[src/rtl/pipeline_hazard_ctrl.sv]
// pipeline_hazard_ctrl: stall/flush sequencer for the 5-stage pipeline (mem wait, branch flush, load-use).
// Optional MEM_WAIT timeout fault is compiled in with macro PIPE_CTRL_TIMEOUT_EN.
`default_nettype none

module pipeline_hazard_ctrl #(
    parameter int TIMEOUT_CYCLES = 255
) (
    input  logic       clk,
    input  logic       reset_n,
    input  logic [4:0] id_rs1_addr_i,
    input  logic [4:0] id_rs2_addr_i,
    input  logic       id_rs1_used_i,
    input  logic       id_rs2_used_i,
    input  logic [4:0] ex_reg_wr_addr_i,
    input  logic       ex_mem_rd_i,
    input  logic       branch_taken_i,
    input  logic       dmem_req_i,
    input  logic       dmem_ack_i,
    output logic       pc_en_o,
    output logic       if_id_en_o,
    output logic       if_id_flush_o,
    output logic       id_ex_en_o,
    output logic       id_ex_flush_o,
    output logic       ex_mem_en_o,
    output logic       mem_wb_flush_o,
    output logic [1:0] state_o,
    output logic       timeout_err_o
);

    typedef enum logic [1:0] {
        RUN      = 2'd0,
        MEM_WAIT = 2'd1,
        FAULT    = 2'd2
    } state_t;

    localparam logic [7:0] TIMEOUT_LIMIT = 8'(TIMEOUT_CYCLES);

    state_t state, state_next;
    logic   load_use;

    assign load_use = ex_mem_rd_i && (ex_reg_wr_addr_i != 5'd0) &&
                      ((id_rs1_used_i && (id_rs1_addr_i == ex_reg_wr_addr_i)) ||
                       (id_rs2_used_i && (id_rs2_addr_i == ex_reg_wr_addr_i)));

`ifdef PIPE_CTRL_TIMEOUT_EN
    logic [7:0] wait_cnt, wait_cnt_next;
    logic       timeout_err;

    always_ff @(posedge clk) begin
        if (!reset_n) begin
            state       <= RUN;
            wait_cnt    <= 8'd0;
            timeout_err <= 1'b0;
        end else begin
            state    <= state_next;
            wait_cnt <= wait_cnt_next;
            if (state_next == FAULT)
                timeout_err <= 1'b1;
        end
    end

    assign timeout_err_o = timeout_err;
`else
    logic [7:0] unused_timeout_limit;
    assign unused_timeout_limit = TIMEOUT_LIMIT;

    always_ff @(posedge clk) begin
        if (!reset_n)
            state <= RUN;
        else
            state <= state_next;
    end

    assign timeout_err_o = 1'b0;
`endif

    always_comb begin
        state_next     = state;
        pc_en_o        = 1'b1;
        if_id_en_o     = 1'b1;
        if_id_flush_o  = 1'b0;
        id_ex_en_o     = 1'b1;
        id_ex_flush_o  = 1'b0;
        ex_mem_en_o    = 1'b1;
        mem_wb_flush_o = 1'b0;
        state_o        = state;
`ifdef PIPE_CTRL_TIMEOUT_EN
        wait_cnt_next  = wait_cnt;
`endif

        case (state)
`ifdef PIPE_CTRL_TIMEOUT_EN
            FAULT: begin
                pc_en_o        = 1'b0;
                if_id_en_o     = 1'b0;
                id_ex_en_o     = 1'b0;
                ex_mem_en_o    = 1'b0;
                mem_wb_flush_o = 1'b1;
            end
`endif
            RUN, MEM_WAIT: begin
                // An outstanding access freezes everything upstream and bubbles WB.
                if ((state == MEM_WAIT) ? !dmem_ack_i : (dmem_req_i && !dmem_ack_i)) begin
                    pc_en_o        = 1'b0;
                    if_id_en_o     = 1'b0;
                    id_ex_en_o     = 1'b0;
                    ex_mem_en_o    = 1'b0;
                    mem_wb_flush_o = 1'b1;
                    state_next     = MEM_WAIT;
`ifdef PIPE_CTRL_TIMEOUT_EN
                    if (state == RUN) begin
                        wait_cnt_next = 8'd0;
                    end else begin
                        if (wait_cnt != 8'hFF)
                            wait_cnt_next = wait_cnt + 8'd1;
                        if (wait_cnt_next >= TIMEOUT_LIMIT)
                            state_next = FAULT;
                    end
`endif
                end else begin
                    state_next = RUN;
                    if (branch_taken_i) begin
                        if_id_flush_o = 1'b1;
                        id_ex_flush_o = 1'b1;
                    end else if (load_use) begin
                        pc_en_o       = 1'b0;
                        if_id_en_o    = 1'b0;
                        id_ex_flush_o = 1'b1;
                    end
                end
            end
            default: state_next = RUN;
        endcase

        // Reset cycles present a fully quiescent interface.
        if (!reset_n) begin
            pc_en_o        = 1'b0;
            if_id_en_o     = 1'b0;
            if_id_flush_o  = 1'b0;
            id_ex_en_o     = 1'b0;
            id_ex_flush_o  = 1'b0;
            ex_mem_en_o    = 1'b0;
            mem_wb_flush_o = 1'b0;
            state_o        = 2'd0;
        end
    end

endmodule

`default_nettype wire

[config.mk]
export PLATFORM = sky130hd
export DESIGN_NAME = pipeline_hazard_ctrl
export DESIGN_NICKNAME = d
export VERILOG_FILES = /design/src/rtl/pipeline_hazard_ctrl.sv
export SDC_FILE = /design/constraint.sdc
export NUM_CORES = 1
export LEC_CHECK = 0
export CORE_AREA = 2 2 39 41
export CTS_BUF_LIST = sky130_fd_sc_hd__clkbuf_8
export DETAILED_ROUTE_END_ITERATION = 16
export DIE_AREA = 0 0 41 43
export GPL_ROUTABILITY_DRIVEN = 0
export GPL_TIMING_DRIVEN = 0
export SLEW_MARGIN = 20
export SYNTH_ARGS = -nofsm -noshare
export SYNTH_HDL_FRONTEND = slang
export SYNTH_SLANG_ARGS = --single-unit
[constraint.sdc]
create_clock -name clk -period 2.6 [get_ports clk]
set_input_delay 0.52 -clock clk [delete_from_list [all_inputs] [get_ports clk]]
set_output_delay 0.52 -clock clk [all_outputs]
set_load 0.02 [all_outputs]
## Yosys cells after proc, flatten, opt, wreduce, memory -nomap -nowiden

Index checks and enable logic that the tools add are counted.

| storage, ports and cells | value |
|---|---|
| input bits | 23 |
| word-level logic and storage cells | 38 |
| register bits after elaboration | 2 |

| cells by class | value |
|---|---|
| equal/unequal tests | 3 |
| mux-type cells | 23 |
| reduce and logical (&&, ||, !) cells | 11 |

Operator list:

| operator | count |
|---|---|
| $mux 1 | 22 |
| $eq 5x5->1 | 2 |
| $logic_and 1x1->1 | 5 |
| $reduce_bool 5->1 | 1 |
| $eq 2x1->1 const B | 1 |
| $logic_not 2->1 | 1 |
| $mux 2 | 1 |
| $reduce_and 2->1 | 1 |
| $reduce_or 2->1 | 1 |
| $logic_not 1->1 | 1 |
| $logic_or 1x1->1 | 1 |

## Logic depth before layout (Yosys ltp)

Gate-level depths: netlist (run 1).

| depth | value |
|---|---|
| word-level depth | 9 |
| mapped depth | 5 |
| mapped depth without buffers | 5 |

## Worst setup path after synthesis (run 1)

No wires, ideal clock.

| path | value |
|---|---|
| path type | input to output |
| from | input port ex_reg_wr_addr_i[3] |
| to | output port id_ex_flush_o |
| data required time | 2.080 ns |
| path buffers | 0 |
| cell stages on the path | 4 |
| arrival | 1.648 ns |
| slack | 0.432 ns |
| cells stage by stage | xor2_1 > nor4_2 > a32oi_1 > o31ai_1 |

| on the way | value |
|---|---|
| longest elaborated chain between the ends | 9 |
| elaborated cells between the ends (all ways) | 13 |

Ends and longest elaborated chain:

| item | RTL line | source |
|---|---|---|
| start, declared | 14 | `input logic [4:0] ex_reg_wr_addr_i,` |
| $eq 5x5->1 (on tied branches) | 42, 43 |  |
| $logic_and 1x1->1 (on tied branches) | 42, 43 |  |
| $logic_or 1x1->1 | 42 | `((id_rs1_used_i && (id_rs1_addr_i == ex_reg_wr_addr_i)) \|\|` |
| $logic_and 1x1->1 * | 41 | `assign load_use = ex_mem_rd_i && (ex_reg_wr_addr_i != 5'd0) &&` |
| $mux 1 * | 125 | `end else if (load_use) begin` |
| $mux 1 * | 122 | `if (branch_taken_i) begin` |
| $mux 1 * | 103 | `if ((state == MEM_WAIT) ? !dmem_ack_i : (dmem_req_i && !dmem_ack_i)) begin` |
| $mux 1 * | 91 | `case (state)` |
| $mux 1 * | 136 | `if (!reset_n) begin` |
| end, declared | 23 | `output logic id_ex_flush_o,` |

Every way passes the cells marked *; elsewhere a longest branch is shown, timed or not.

## Worst setup path in the final report (run 1)

| path | value |
|---|---|
| from | input port id_rs2_addr_i[2] |
| to | output port pc_en_o |

| on the way | value |
|---|---|
| longest elaborated chain between the ends | 9 |

Ends and longest elaborated chain:

| item | RTL line | source |
|---|---|---|
| start, declared | 11 | `input logic [4:0] id_rs2_addr_i,` |
| $eq 5x5->1 | 43 | `(id_rs2_used_i && (id_rs2_addr_i == ex_reg_wr_addr_i)));` |
| $logic_and 1x1->1 | 43 |  |
| $logic_or 1x1->1 | 42 |  |
| $logic_and 1x1->1 | 41 |  |
| $mux 1 | 125 |  |
| $mux 1 | 122 |  |
| $mux 1 | 103 |  |
| $mux 1 | 91 |  |
| $mux 1 | 136 |  |
| end, declared | 19 | `output logic pc_en_o,` |

No other way between the ends.

==> reports/qor.txt, run 1 <==
Synth async-reset ratio: 0%
Final min period: 2.498 ns
dpl hpwl: 633.6 µm
met3 Usage GRT: 0.5236%
DRT iter0 DRCs: 1
Biggest register: state
initial antenna violation count: 0
worst r2r src: state[0]$_SDFF_PN0_
count of final hold-check violations: 0
Clk Latency, worst-skew pair: 0 ns
max FFs per register: 1
status: complete, no violations
die outline area: 0.001763 mm²
max_cap viols: 0
drt pass-1 iters: 2
Residual DRC: 0
overall power: 105.4 µW
IO Count: 33
RSZ-0062 raised after global routing: false
crit path capture type: primary output
Arrival @ worst endpoint: 1.98 ns
Yosys reg bits: 1
Worst Setup EP: pc_en_o
Final Instance Count excl. Fillers: 81
layout cell share with drive strength beyond 1: 16.92%
Reg2Reg Depth: 2
Pins Over Slew Limit: 0
Power Density: 176.7 mW/mm²
DIE WIDTH: 41 µm
All-Layer GR Usage: 7.293%
Peak VDD IR: 0.1271 mV
Clk pin slew, worst setup/hold paths: 0 ns
Startpoint Class: input pin
placed cell count: 80
vias in the first global route: 265
mapped cell area: 244.0 µm²
Post-Route Skew: 0 ns
first-pass GRT wire length: 986 µm
hold_buf cts: 0
Largest regs: state (1)
DRT antenna net count: 0
crit-path max FO: 2
chip height: 43 µm
Final Hold Slack: 0.5120 ns
worst reg2reg setup slack: 1.94 ns
cell row count: 14
Critical Path RT: 2.08 ns
largest net degree at the start of global routing: 5
Area Growth Syn to Fin: 144.6%
number of diodes: 0
Achievable Freq: 400.3 MHz
Crit Path Category: input pin to primary output
worst reg2reg endpoint: state[0]$_SDFF_PN0_
Post-synth EDFFs: 0
Finish-stage setup viols: 0
Yosys warning count: 0
CORE AREA: 0.001384 mm²
Syn Inst Count: 33
ys flop type: dfxtp_1
WL per Instance: 8.840 µm
met2 GRT Util: 12.19%
grt peak-use layer: met2
final WL: 716 µm
total number of vias: 316
Avg Cell Area, Syn: 7.393 µm²
Final period util: 96.07%
library cells used by synthesis: 18
standby leakage power: 0.0003354 µW
IO buf count: 30
crit path from: id_rs2_addr_i[2]
Setup TNS: 0 ns
sequential share of the synthesized area: 8.205%
Util after Layout: 43.13%
GR Util met1: 10.44%
Tightest Hold Check Type: flip-flop to flip-flop
Initial Utilization: 17.63%
routed vias/inst: 3.901
GR Overflow Total: 0
NumNets Final: 90
-- metrics by stage --
stage	area (µm²)	worst slack [ns]
3_5_place_dp	568.0	-0.5059
3_3_place_gp	568.0	-0.5106
2_1_floorplan	247.7	0.4321
6_report	596.8	0.1021
5_1_grt	596.8	0.01943
4_1_cts	563.0	0.005993
-- routing by layer --
metal	share of wire, %	up-vias
li1	-	169
met1	38	132
met2	48	15
met3	14	0
met4	0	0
met5	0	-
-- what timing repair did --
item	in CTS	in global routing
endpoints found under the setup margin	4	5
pin swaps	3	4
gates resized for setup	19	12
setup buffers	1	0
gates cloned	0	0
-- worst max-delay path: stages --
cell and delay [ns]:
clkdlybuf4s50_1 0.41, xor2_1 0.14, nor4_1 0.20, a32oi_1 0.12, o31a_1 0.33, buf_4 0.13
buf_6 0.12
-- synth_stat cells (2+ instances only) --
library cell,number,share of area (%)
buf_4,4,12
nor2_1,2,3.1
xnor2_1,2,7.2
xor2_1,8,29
nand2_1,2,3.1
inv_1,3,4.6
-- worst min-delay path by stage --
| stage | from | endpoint | slack [ns] | depth (start not counted) |
|---|---|---|---|---|
| finish | state[0]$_SDFF_PN0_ | state[0]$_SDFF_PN0_ | 0.51 | 2 |
| global route | state[0]$_SDFF_PN0_ | state[0]$_SDFF_PN0_ | 0.53 | 2 |
| CTS | state[0]$_SDFF_PN0_ | state[0]$_SDFF_PN0_ | 0.52 | 2 |
| detailed placement | state[0]$_SDFF_PN0_ | state[0]$_SDFF_PN0_ | 0.52 | 2 |
| global placement | state[0]$_SDFF_PN0_ | state[0]$_SDFF_PN0_ | 0.51 | 2 |
| floorplan | state[0]$_SDFF_PN0_ | state[0]$_SDFF_PN0_ | 0.48 | 2 |
-- final cells by class --
class / count / area (µm²)
multi-input combinational: 26 / 195.2
inverter: 3 / 11.26
sequential: 1 / 20.02
buffer: 4 / 30.03
fill: 143 / 787.0
timing repair buffer: 31 / 320.3
tap: 16 / 20.02
-- power breakdown --
group	total [µW]	internal (µW)	switching, µW	leakage, µW
clock	0	0	0	0
combinational	88.8	52.3	36.5	0.000327
sequential	16.7	16.4	0.263	0.00000823
total	105	68.7	36.8	0.000335
-- cells by family after synthesis --
kind of cell	count (synthesis)	share of synthesized area, %
xor+xnor	10	35.90
simple gates	9	22.06
buf+inv	7	16.92
compound gates	5	15.39
flops	1	8.205
other cells	1	1.537
-- layout by cell type (no fill, tap or decap), types with 2 or more instances in the layout --
cell type         n
buf_4             6
xnor2_1           2
xor2_1            8
nand2_1           2
dlymetal6s2s_1    8
nor2_1            2
inv_1             3
clkdlybuf4s50_1  13
conb_1            2
dlygate4sd2_1     6
(Power assumes the default switching activity.)
==> run 2, diff against run 1 <==
==> constraint.sdc (replaced) <==
create_clock -name clk -period 2.92 [get_ports clk]
set_input_delay 0.584 -clock clk [delete_from_list [all_inputs] [get_ports clk]]
set_output_delay 0.584 -clock clk [all_outputs]
set_load 0.02 [all_outputs]
==> reports/qor.txt, run 2 (synthesized netlist as in run 1, its figures left out) <==
initial antenna violation count: 0
Finish-stage setup viols: 0
Clk Latency, worst-skew pair: 0 ns
Final Cell Area: 556.8 µm²
placed instance area: 568.0 µm²
DRT iter0 DRCs: 0
critical path, cell by cell: clkdlybuf4s50_1 > xor2_1 > nor4_1 > a32oi_1 > o31a_1 > buf_4 > buf_4
chip height: 43 µm
Critical Path RT: 2.34 ns
cell row count: 14
Arrival @ worst endpoint: 2.20 ns
Largest regs: state (1)
final WL: 698 µm
post-CTS setup buffers: 0
count of final hold-check violations: 0
Post-Route Skew: 0 ns
Biggest register: state
worst reg2reg setup slack: 2.26 ns
drt pass-1 iters: 1
hold_buf cts: 0
Peak VDD IR: 0.1111 mV
GR Overflow Total: 0
Power Density: 169.0 mW/mm²
max FFs per register: 1
first-pass GRT wire length: 1000 µm
All-Layer GR Usage: 7.393%
crit-path max FO: 3
routed vias/inst: 3.825
status: complete, no violations
CORE AREA: 0.001384 mm²
RSZ-0062 raised after global routing: false
Final Hold Slack: 0.5120 ns
Detail Route met3 WL: 92 µm
crit path capture type: primary output
Tightest Hold Check Type: flip-flop to flip-flop
Clk pin slew, worst setup/hold paths: 0 ns
clock share of power: 0%
Pins Over Slew Limit: 0
Final period util: 95.28%
IO buf count: 30
uppermost routed layer: met3
Met2 Wirelength: 328 µm
internal power: 62.47 µW
Util after Layout: 40.24%
number of diodes: 0
die outline area: 0.001763 mm²
share of power burned in registers: 15.8%
slowest stage cell, crit path: clkdlybuf4s50_1
largest net degree at the start of global routing: 5
NumNets Final: 89
dpl hpwl: 633.6 µm
WL per Instance: 8.725 µm
Startpoint Class: input pin
Residual DRC: 0
DIE WIDTH: 41 µm
logic gate share of total power: 84.2%
max_cap viols: 0
standby leakage power: 0.0002479 µW
Psw: 31.61 µW
most frequent cells in the layout: clkdlybuf4s50_1 (25), xor2_1 (8), buf_4 (5)
total number of vias: 306
Achievable Freq: 359.4 MHz
length of routed wiring on met1: 277 µm
Final min period: 2.782 ns
overall power: 94.08 µW
IO Count: 33
vias in the first global route: 268
Crit Path Category: input pin to primary output
sw frac: 33.60%
layout cell share with drive strength beyond 1: 12.50%
DRT antenna net count: 0
Area Growth Syn to Fin: 128.2%
Initial Utilization: 17.63%
Max stage delay on crit path: 0.46 ns
commonest non-fill, non-tap cell in the layout: clkdlybuf4s50_1
most frequent CP cell: buf_4
## run 2: cell count changes in the layout (fill, tap and decap cells not counted)
cell / before / now
clkdlybuf4s50_1: 13 / 25
dlymetal6s2s_1: 8 / 1
dlygate4sd2_1: 6 / 1
clkbuf_2: 0 / 2
buf_4: 6 / 5
buf_6: 1 / 0
clkdlybuf4s15_2: 1 / 0
o21ai_1: 0 / 1
o21ai_2: 1 / 0
o31ai_1: 0 / 1
o31ai_2: 1 / 0
## run 2: path summary, 6_finish.rpt
kind | startpoint | end | cells past startpoint
worst max-delay path | ex_reg_wr_addr_i[1] | pc_en_o | 7
worst min-delay path | state[0]$_SDFF_PN0_ | state[0]$_SDFF_PN0_ | 2
worst max register to register | state[0]$_SDFF_PN0_ | state[0]$_SDFF_PN0_ | 2
worst min register to register | state[0]$_SDFF_PN0_ | state[0]$_SDFF_PN0_ | 2
## run 2: repair_timing
item / CTS / global route
gates resized for setup: 5 / 6
pin swaps: 1 / 1
endpoints found under the setup margin: 3 / 2
## run 2: routing by layer
layer | track usage, % | vias to the layer above
met1 | 10.76 | 124
met3 | 0.5236 | 0
met5 | 0 | -
met4 | 0 | 0
li1 | - | 167
met2 | 12.19 | 15
## run 2: power by group through the flow
stage                     clock [µW]  sequential, µW  combinational, µW
after detailed placement           0            14.8               82.7
after global placement             0            14.9               82.8
after floorplan                    0            14.8               34.6
final                              0            14.8               79.2
after CTS                          0            14.9               80.9
after global routing               0            14.9               85.2
## run 2: metrics by stage
| stage | instances | setup TNS, ns | setup slack, ns |
|---|---|---|---|
| 4_1_cts | 80 | 0 | 0.03341 |
| 3_3_place_gp | 80 | -0.7672 | -0.3186 |
| 5_1_grt | 80 | 0 | 0.03219 |
| 3_5_place_dp | 80 | -0.7602 | -0.3139 |
| 6_report | 80 | 0 | 0.1379 |
| 2_1_floorplan | 34 | 0 | 0.6241 |
## run 2: area by class of cell
cell class	count	area [µm²]
fill	143	827.0
timing repair buffer	30	289.0
multi-input combinational	26	186.4
buffer	4	30.03
sequential	1	20.02
tap	16	20.02
inverter	3	11.26
## run 2: worst max-delay path: cells and delay by family
kind            cells  cell delay (ns)
compound gates      2             0.42
simple gates        1             0.27
xor+xnor            1             0.18
buf+inv             3             0.73
